`config.mk`:
```
export PLATFORM = sky130hd
export DESIGN_NAME = baud_gen_frac_flat
export DESIGN_NICKNAME = d
export VERILOG_FILES = /design/src/rtl/baud_gen_frac_if.sv /design/src/rtl/baud_gen_frac.sv /design/src/flat_wrapper.sv
export SDC_FILE = /design/constraint.sdc
export NUM_CORES = 1
export LEC_CHECK = 0
export CORE_UTILIZATION = 50
export CTS_BUF_LIST = sky130_fd_sc_hd__clkbuf_8
export DETAILED_ROUTE_END_ITERATION = 10
export PLACE_DENSITY = 0.71
export SLEW_MARGIN = 20
export SYNTH_ARGS = -nofsm -noshare
export SYNTH_HDL_FRONTEND = slang
export SYNTH_SLANG_ARGS = --single-unit
```
`constraint.sdc`:
```
create_clock -name clock -period 5.15 [get_ports clock]
set_input_delay 0.515 -clock clock [delete_from_list [all_inputs] [get_ports clock]]
set_output_delay 0.515 -clock clock [all_outputs]
set_load 0.005 [all_outputs]
```
`src/rtl/baud_gen_frac_if.sv`:
```
// Control and tick bundle between a UART Tx/Rx path and its fractional baud generator.
// The master side programs the divisor and consumes the ticks; the generator is the slave.
interface baud_gen_frac_if #(
  parameter int DIV_W  = 16,
  parameter int FRAC_W = 4
);
  logic              enable;
  logic [DIV_W-1:0]  cfg_int;
  logic [FRAC_W-1:0] cfg_frac;
  logic              cfg_load;
  logic              resync;
  logic              cfg_pending;
  logic              ovs_tick;
  logic              mid_tick;
  logic              bit_tick;

  modport master (
    output enable, cfg_int, cfg_frac, cfg_load, resync,
    input  cfg_pending, ovs_tick, mid_tick, bit_tick
  );

  modport slave (
    input  enable, cfg_int, cfg_frac, cfg_load, resync,
    output cfg_pending, ovs_tick, mid_tick, bit_tick
  );
endinterface

```
`src/rtl/baud_gen_frac.sv`:
```
// Fractional baud-tick generator: clock / (N + frac/2^FRAC_W) oversample tick,
// plus bit-rate and mid-bit ticks derived from an oversample counter.
module baud_gen_frac #(
  parameter int DIV_W    = 16,
  parameter int FRAC_W   = 4,
  parameter int OVS      = 16,
  parameter int DEF_INT  = 325,
  parameter int DEF_FRAC = 8
) (
  input logic            clock,
  input logic            reset_n,
  baud_gen_frac_if.slave bus
);

  localparam int OVS_W = $clog2(OVS);
  localparam logic [OVS_W-1:0] OVS_LAST    = OVS_W'(OVS - 1);
  localparam logic [OVS_W-1:0] OVS_MID_PRE = OVS_W'(OVS / 2 - 1);

  // Terminal count of a period: clamped divisor minus one, plus one cycle on fraction carry.
  function automatic logic [DIV_W-1:0] period_tc(
    input logic [DIV_W-1:0]  int_v,
    input logic [FRAC_W-1:0] frac_v,
    input logic [FRAC_W-1:0] acc_v
  );
    logic [DIV_W-1:0] n_eff;
    logic [FRAC_W:0]  sum;
    n_eff = (int_v < DIV_W'(2)) ? DIV_W'(2) : int_v;
    sum   = {1'b0, acc_v} + {1'b0, frac_v};
    return n_eff - DIV_W'(1) + DIV_W'(sum[FRAC_W]);
  endfunction

  localparam logic [DIV_W-1:0]  RST_INT  = DIV_W'(DEF_INT);
  localparam logic [FRAC_W-1:0] RST_FRAC = FRAC_W'(DEF_FRAC);
  localparam logic [DIV_W-1:0]  RST_TC   = period_tc(RST_INT, RST_FRAC, '0);

  logic [DIV_W-1:0]  act_int_q,  act_int_d;
  logic [FRAC_W-1:0] act_frac_q, act_frac_d;
  logic [DIV_W-1:0]  sh_int_q,   sh_int_d;
  logic [FRAC_W-1:0] sh_frac_q,  sh_frac_d;
  logic              pending_q,  pending_d;
  logic [DIV_W-1:0]  cnt_q,      cnt_d;
  logic [DIV_W-1:0]  tc_q,       tc_d;
  logic [FRAC_W-1:0] acc_q,      acc_d;
  logic [OVS_W-1:0]  ovs_cnt_q,  ovs_cnt_d;
  logic              ovs_tick_q, ovs_tick_d;
  logic              mid_tick_q, mid_tick_d;
  logic              bit_tick_q, bit_tick_d;
  logic              period_end;
  logic              apply;

  always_ff @(posedge clock or negedge reset_n) begin
    if (!reset_n) begin
      act_int_q  <= RST_INT;
      act_frac_q <= RST_FRAC;
      sh_int_q   <= RST_INT;
      sh_frac_q  <= RST_FRAC;
      pending_q  <= 1'b0;
      cnt_q      <= '0;
      tc_q       <= RST_TC;
      acc_q      <= '0;
      ovs_cnt_q  <= '0;
      ovs_tick_q <= 1'b0;
      mid_tick_q <= 1'b0;
      bit_tick_q <= 1'b0;
    end else begin
      act_int_q  <= act_int_d;
      act_frac_q <= act_frac_d;
      sh_int_q   <= sh_int_d;
      sh_frac_q  <= sh_frac_d;
      pending_q  <= pending_d;
      cnt_q      <= cnt_d;
      tc_q       <= tc_d;
      acc_q      <= acc_d;
      ovs_cnt_q  <= ovs_cnt_d;
      ovs_tick_q <= ovs_tick_d;
      mid_tick_q <= mid_tick_d;
      bit_tick_q <= bit_tick_d;
    end
  end

  always_comb begin
    act_int_d  = act_int_q;
    act_frac_d = act_frac_q;
    sh_int_d   = sh_int_q;
    sh_frac_d  = sh_frac_q;
    pending_d  = pending_q;
    cnt_d      = cnt_q;
    tc_d       = tc_q;
    acc_d      = acc_q;
    ovs_cnt_d  = ovs_cnt_q;
    ovs_tick_d = 1'b0;
    mid_tick_d = 1'b0;
    bit_tick_d = 1'b0;

    period_end = bus.enable && !bus.resync && (cnt_q == tc_q);
    apply      = pending_q && (period_end || bus.resync || !bus.enable);

    if (apply) begin
      act_int_d  = sh_int_q;
      act_frac_d = sh_frac_q;
      pending_d  = 1'b0;
    end

    // A load coincident with an apply is kept for the next boundary.
    if (bus.cfg_load) begin
      sh_int_d  = bus.cfg_int;
      sh_frac_d = bus.cfg_frac;
      pending_d = 1'b1;
    end

    // The period length is latched at period start, so a mid-period apply never bends it.
    if (bus.resync) begin
      cnt_d     = '0;
      acc_d     = '0;
      ovs_cnt_d = '0;
      tc_d      = period_tc(act_int_d, act_frac_d, '0);
    end else if (bus.enable) begin
      if (period_end) begin
        cnt_d      = '0;
        acc_d      = acc_q + act_frac_q;
        ovs_tick_d = 1'b1;
        mid_tick_d = (ovs_cnt_q == OVS_MID_PRE);
        bit_tick_d = (ovs_cnt_q == OVS_LAST);
        ovs_cnt_d  = (ovs_cnt_q == OVS_LAST) ? '0 : ovs_cnt_q + OVS_W'(1);
        tc_d       = period_tc(act_int_d, act_frac_d, acc_d);
      end else begin
        cnt_d = cnt_q + DIV_W'(1);
      end
    end
  end

  assign bus.cfg_pending = pending_q;
  assign bus.ovs_tick    = ovs_tick_q;
  assign bus.mid_tick    = mid_tick_q;
  assign bus.bit_tick    = bit_tick_q;

endmodule

```
`src/flat_wrapper.sv`:
```
// flat-port wrapper written by rule: the top's interface ports become plain ports
module baud_gen_frac_flat 
#(
  parameter int DIV_W    = 16,
  parameter int FRAC_W   = 4,
  parameter int OVS      = 16,
  parameter int DEF_INT  = 325,
  parameter int DEF_FRAC = 8
)
  (clock, reset_n, bus_enable, bus_cfg_int, bus_cfg_frac, bus_cfg_load, bus_resync, bus_cfg_pending, bus_ovs_tick, bus_mid_tick, bus_bit_tick);
  baud_gen_frac_if #(.DIV_W(DIV_W), .FRAC_W(FRAC_W)) bus_i ();
  input logic clock;
  input logic reset_n;
  input wire logic [$bits(bus_i.enable)-1:0] bus_enable;
  input wire logic [$bits(bus_i.cfg_int)-1:0] bus_cfg_int;
  input wire logic [$bits(bus_i.cfg_frac)-1:0] bus_cfg_frac;
  input wire logic [$bits(bus_i.cfg_load)-1:0] bus_cfg_load;
  input wire logic [$bits(bus_i.resync)-1:0] bus_resync;
  output wire logic [$bits(bus_i.cfg_pending)-1:0] bus_cfg_pending;
  output wire logic [$bits(bus_i.ovs_tick)-1:0] bus_ovs_tick;
  output wire logic [$bits(bus_i.mid_tick)-1:0] bus_mid_tick;
  output wire logic [$bits(bus_i.bit_tick)-1:0] bus_bit_tick;
  assign bus_i.enable = bus_enable;
  assign bus_i.cfg_int = bus_cfg_int;
  assign bus_i.cfg_frac = bus_cfg_frac;
  assign bus_i.cfg_load = bus_cfg_load;
  assign bus_i.resync = bus_resync;
  assign bus_cfg_pending = bus_i.cfg_pending;
  assign bus_ovs_tick = bus_i.ovs_tick;
  assign bus_mid_tick = bus_i.mid_tick;
  assign bus_bit_tick = bus_i.bit_tick;
  baud_gen_frac #(.DIV_W(DIV_W), .FRAC_W(FRAC_W), .OVS(OVS), .DEF_INT(DEF_INT), .DEF_FRAC(DEF_FRAC)) u_core (.clock(clock), .reset_n(reset_n), .bus(bus_i));
endmodule
```
==> results of run 1 <==
==> cell families (layout without fill, tap and decap cells) <==
group,Yosys count,count (layout),synth area share [%]
AOI/OAI and AO/OA,85,85,11.0
xor gates and xnor gates,50,50,9.55
adders and majority gates,13,13,3.50
buffers and inverters,33,59,2.78
DFF,84,84,43.6
muxes,51,51,11.8
and+or+nand+nor,172,172,17.9
==> sequential cells by signal, summed over array words and instances, names as in the netlist <==
| signal | count |
|---|---|
| u_core.act_int_q | 16 |
| u_core.cnt_q | 16 |
| u_core.sh_int_q | 16 |
| u_core.tc_q | 16 |
| u_core.acc_q | 4 |
| u_core.act_frac_q | 4 |
| u_core.ovs_cnt_q | 4 |
| u_core.sh_frac_q | 4 |
| u_core.bus.bit_tick | 1 |
| u_core.bus.cfg_pending | 1 |
| u_core.bus.mid_tick | 1 |
| u_core.bus.ovs_tick | 1 |
==> worst max-delay path, cell delays in order (launching register included) <==
cell	delay [ns]
dfrtp_1	0.42
or3_1	0.45
nand4b_1	0.27
or4_1	0.50
o211ai_1	0.36
ha_1	0.39
nand2_1	0.13
nor3_1	0.21
xnor2_1	0.09
mux2i_1	0.20
o211ai_1	0.18
nor3_2	0.29
nand2_1	0.11
or4_1	0.54
a31oi_1	0.17
==> worst max-delay path by stage <==
stage | from | to | slack (ns) | cells past startpoint
after floorplan | bus_resync | u_core.tc_q[15]$_DFFE_PN0P_ | 0.71 | 20
after global placement | bus_resync | u_core.tc_q[15]$_DFFE_PN0P_ | 0.69 | 17
after detailed placement | bus_resync | u_core.tc_q[15]$_DFFE_PN0P_ | 0.49 | 17
after CTS | u_core.sh_int_q[7]$_DFFE_PN0P_ | u_core.tc_q[15]$_DFFE_PN0P_ | 0.77 | 14
after global routing | u_core.cnt_q[2]$_DFFE_PN0N_ | u_core.tc_q[15]$_DFFE_PN0P_ | 0.45 | 16
final | u_core.sh_int_q[7]$_DFFE_PN0P_ | u_core.tc_q[15]$_DFFE_PN0P_ | 0.79 | 14
==> power breakdown <==
group / switching (mW) / internal, mW / leakage (nW) / total (mW)
clock: 0.243 / 0.222 / 0.0945 / 0.465
combinational: 0.196 / 0.178 / 1.14 / 0.373
sequential: 0.0745 / 0.746 / 1.03 / 0.821
==> through the flow <==
stage / util [%] / setup slack [ns] / hold slack (ns) / cell area, sq um
after global routing: 58.2 / 0.450 / 0.250 / 5430
after CTS: 58.1 / 0.771 / 0.377 / 5420
after global placement: 56.1 / 0.691 / 0.477 / 5230
after detailed placement: 56.1 / 0.491 / 0.492 / 5230
final: 58.2 / 0.789 / 0.165 / 5430
after floorplan: - / 0.715 / 0.219 / 4860
==> layout make-up <==
cell class | count | area, sq um | share of cell area, %
Multi-Input combinational cell | 371 | 2610 | 48.1
Tap cell | 129 | 161 | 2.97
Clock inverter | 7 | 68.8 | 1.27
Sequential cell | 84 | 2120 | 39.0
Timing Repair Buffer | 30 | 297 | 5.46
Clock buffer | 9 | 124 | 2.28
Inverter | 13 | 48.8 | 0.899
==> cells in the mapped netlist, types with 15 or more instances <==
cell / count / area (sq um)
clkbuf_1: 15 / 56.3
dfrtp_1: 71 / 1780
mux2_2: 36 / 405
nand2_1: 53 / 199
nand3_1: 17 / 85.1
nor2_1: 36 / 135
o21ai_0: 41 / 205
xnor2_1: 16 / 140
xor2_1: 32 / 280
==> layer usage <==
layer / vias up / GRT usage [%]
met2: 56 / 36.7
met1: 1746 / 29.4
li1: 1761 / -
met5: - / 0
met4: 0 / 5.69
met3: 14 / 4.85
==> impl_results.md, run 1 <==
* Die H at just over 100 um
* Share of layout cells above drive strength 1 at 15.4%
* Relative slew slack at 35.8%
* Port Buffers at 28
* Die width at 101 um
* H-tree depth at 3
* Number of routed nets with antenna violations at 0
* Critical path data arrival time at between 4 and 5 ns
* Register area share after synthesis at 43.6%
* YS warnings at 0
* Clock Tree Buf Depth at 2
* P&R area growth vs syn at 11.6%
* Maximum vdd ir drop at 0.203 mV
* HP Class: in -> async
* Pwr per Cell Area at 306 nW/um^2
* # IOs at 29
* Clock buffer count from CTS at 9
* Finished Layout Cells at 643
* Metal3 WL at 224 um
* Fin. Hold Viols at 0
* Pins Over Slew Limit at 0
* Kind of critical path: reg -> reg
* Total track usage at 22.1%
* Post-Route Skew at 0.0105 ns
* First-pass GRT wire length at 17700 um
* Inserted Diodes at 0
* Most frequent cells in the layout: dfrtp_1 (71), nand2_1 (53), o21ai_0 (41)
* Overall power at 1.66 mW
* DP Wirelength at 7180 um
* Fin crit share at 84.7%
* Vias per cell at 5.56
* Status: finished clean
* Routed WL per cell at about 15 um
* # DRC at 0
* Syn_nets at 526
* Drt total wl at 9850 um
* Synth Instances at 488
* CTS tree: done
* DR WL met2 at 4790 um
* Filler cells at approximately 810
* Starting Density at 52.1%
* Max-cap viol count at 0
* Lkg Pwr at between 2 and 2.5 nW
* Worst slew pin tran at ~0.96 ns
* FF+latch count, synth at 84
* Clock transition at path regs at 0.09 ns
* CP Max Fanout at 6
* Residual overflow from global routing at 0
* Final number of setup-violating endpoints at 0
* Setup tns final at 0 ns
* Most common cell after layout, fill and taps aside: dfrtp_1
* DR vias at ~3600
* Worst r2r path cells at 14
* Cell count after placement at between 600 and 700
* FP Rows at 35
* F_max at 229 MHz
* Data required time at the worst endpoint at 5.42 ns
* FF-to-FF setup slack at 0.79 ns
* Post-CTS setup buffers at 0
* Clk root buf: clkbuf_8
* Wl on met1 at 4650 um
* RSZ-0062 raised after global routing: false
* Clk_lat worst skew at 0.35 ns
* Initial antenna violation count at 0
* Mapped cell area at 4860 sq um
* Vias in the first global route at 3613
* Netlist cell types at 61
* Ys flop type: dfrtp_1
* Post-synth EDFFs at 0
* Pin count of the biggest net entering global routing at 85
* Drt initial violations at 135
* Core ar. at 9330 sq um
* Tmin final at 4.36 ns
* Avg Synthesized Cell Area at around 10 sq um
* Reg-to-Reg End: u_core.tc_q[15]$_DFFE_PN0P_
* Crit path capture type: flop
* Final net count at 547
* Cts hold-fix bufs at 0
* Post-cts resize count at 0
* GPL Wtd Cong at a little over 0.9
* Async SR Flop Fraction at 100%
* FF-to-FF Start: u_core.sh_int_q[7]$_DFFE_PN0P_
* Startpoint Class: flop
* DIE AREA at just over 10000 sq um
* DRT Pass-1 Iters at 4
* Clock sink count at 84
* Top routing layer used: met4
(Power assumes the default switching activity.)
==> run 2, diff against run 1 <==
- clock period: 5.15 -> 4.45 ns (I/O delays scaled with it)
==> run 2 against run 1 <==
Against the previous run:
- non-clock buffer count up 7
- first-iteration DRC count down 36%
- cell count up 1.1%
- wire length up 2.3%
- combinational power up 18%
- maximum frequency up 5.1%
- total power up 21%
- die area unchanged
- critical path depth up 4
- clock skew up 0.0066 ns
- largest power group unchanged
==> impl_results.md, run 2 (same netlist as run 1, synthesis figures left out) <==
* Finished Layout Cells at 650
* Worst slew pin tran at 1.00 ns
* Post-DP Area at 5270 sq um
* Filler cells at 824
* Pins Over Slew Limit at 0
* Vias in the first global route at 3591
* FF-to-FF setup slack at 0.30 ns
* Core ar. at 9330 sq um
* Routed WL per cell at 15.5 um
* CP Max Fanout at 8
* Initial antenna violation count at 0
* Fin. Hold Viols at 0
* Tmin final at 4.15 ns
* Met2 Use GR at 36.7%
* Post-cts resize count at 0
* Clk_lat worst skew at 0.36 ns
* Max-cap viol count at 0
* Share of layout cells above drive strength 1 at between 15 and 20%
* Critical path data arrival time at about 4.4 ns
* Most common cell after layout, fill and taps aside: dfrtp_1
* Clock sink count at 84
* Inserted Diodes at 0
* Vias per cell at 5.58
* # DRC at 0
* Pin count of the biggest net entering global routing at 85
* Total track usage at 22.1%
* Startpoint Class: flop
* P&R area growth vs syn at 13.4%
* First-pass GRT wire length at 17400 um
* Final net count at 554
* Starting Density at 52.1%
* CTS tree: done
* Drt total wl at between 10000 and 15000 um
* DIE AREA at slightly above 10000 sq um
* Clock buffer count from CTS at 9
* F_max at 241 MHz
* HP Class: in -> async
* Status: finished clean
* # IOs at 29
* CP startpoint: u_core.cnt_q[10]$_DFFE_PN0N_
* Overall power at 2.01 mW
* Data required time at the worst endpoint at around 4.7 ns
* Fin crit share at 93.2%
* Crit path to: u_core.tc_q[15]$_DFFE_PN0P_
* M1 GR Usage at 29.3%
* Die H at 101 um
* Post-CTS setup buffers at 0
* Final number of setup-violating endpoints at 0
* Relative slew slack at 33.0%
* DR vias at 3626
* Pwr per Cell Area at 365 nW/um^2
* Port Buffers at 28
* Die width at a little over 100 um
* Drt initial violations at 87
* Number of routed nets with antenna violations at 0
* GPL Wtd Cong at 0.869
* Maximum vdd ir drop at 0.178 mV
* FP Rows at 35
* FF-to-FF Start: u_core.cnt_q[10]$_DFFE_PN0N_
* Lkg Pwr at 2.31 nW
* Most Used Layer, Global Route: met2
* DP Wirelength at 7330 um
* Post-Route Skew at 0.0171 ns
* Met3 GRT Util at 4.02%
* Residual overflow from global routing at 0
* Post-route design area at 5510 sq um
* Cell count after placement at around 630
* Most frequent cells in the layout: dfrtp_1 (71), nand2_1 (53), o21ai_0 (41)
* Cts hold-fix bufs at 0
* Clock Tree Buf Depth at 2
* Reg-to-Reg End: u_core.tc_q[15]$_DFFE_PN0P_
* DRT Pass-1 Iters at 4
* H-tree depth at 3
* Clk root buf: clkbuf_8
* Kind of critical path: reg -> reg
* Clock transition at path regs at 0.10 ns
* Crit path capture type: flop
* Worst r2r path cells at 18
[run 2: per-stage QoR]
| stage | setup TNS, ns | setup slack [ns] | hold slack [ns] | utilization, % |
|---|---|---|---|---|
| after floorplan | 0 | 0.0849 | 0.149 | - |
| after global placement | 0 | 0.254 | 0.479 | 56.5 |
| after detailed placement | 0 | 0.0765 | 0.485 | 56.5 |
| after CTS | 0 | 0.212 | 0.304 | 58.9 |
| after global routing | -0.0395 | -0.0395 | 0.176 | 59.1 |
| final | 0 | 0.302 | 0.105 | 59.1 |
[run 2: area by class of cell]
| cell class | count | area, sq um | share of cell area [%] |
|---|---|---|---|
| inverters | 13 | 48.8 | 0.885 |
| well taps | 129 | 161 | 2.93 |
| multi-input cells | 371 | 2610 | 47.3 |
| repair buffers | 37 | 349 | 6.33 |
| clock inverters | 6 | 87.6 | 1.59 |
| clock buffers | 10 | 138 | 2.50 |
| flip-flops and latches | 84 | 2120 | 38.4 |
[run 2: routing by layer]
layer	part of all wire, %	wire [um]	vias up
met3	3.6	363	14
met1	48	4800	1768
met4	1.5	150	0
li1	-	-	1770
met5	0	0	-
met2	47	4770	74
[run 2: worst min-delay path by stage]
stage	to	start	cells after the start
6_report	u_core.ovs_cnt_q[1]$_DFFE_PN0P_	reset_n	1
2_1_floorplan	u_core.acc_q[0]$_DFFE_PN0P_	reset_n	0
3_3_place_gp	u_core.tc_q[6]$_DFFE_PN1P_	u_core.tc_q[6]$_DFFE_PN1P_	2
3_5_place_dp	u_core.cnt_q[15]$_DFFE_PN0N_	u_core.cnt_q[15]$_DFFE_PN0N_	1
5_1_grt	u_core.ovs_cnt_q[2]$_DFFE_PN0P_	reset_n	1
4_1_cts	u_core.bus.mid_tick$_DFF_PN0_	reset_n	1
[run 2: critical path, stage by stage, from the launching register on]
cell and delay [ns]:
dfrtp_1 0.48, xnor2_1 0.18, nand4_1 0.21, nor3b_2 0.37, a21oi_4 0.15, buf_4 0.19, nand2_1 0.08, o21ai_0 0.10
nor2_1 0.17, ha_1 0.22, nand2_1 0.09, nor3_1 0.26, xnor2_1 0.11, mux2i_1 0.21, o211ai_1 0.18, nor3_2 0.26
nand2_1 0.09, or4_1 0.53, a31oi_1 0.17
[run 2: where the power goes]
part / total, mW / switching [mW] / internal, mW
sequential: 0.949 / 0.0856 / 0.864
combinational: 0.442 / 0.228 / 0.214
clock: 0.619 / 0.287 / 0.332
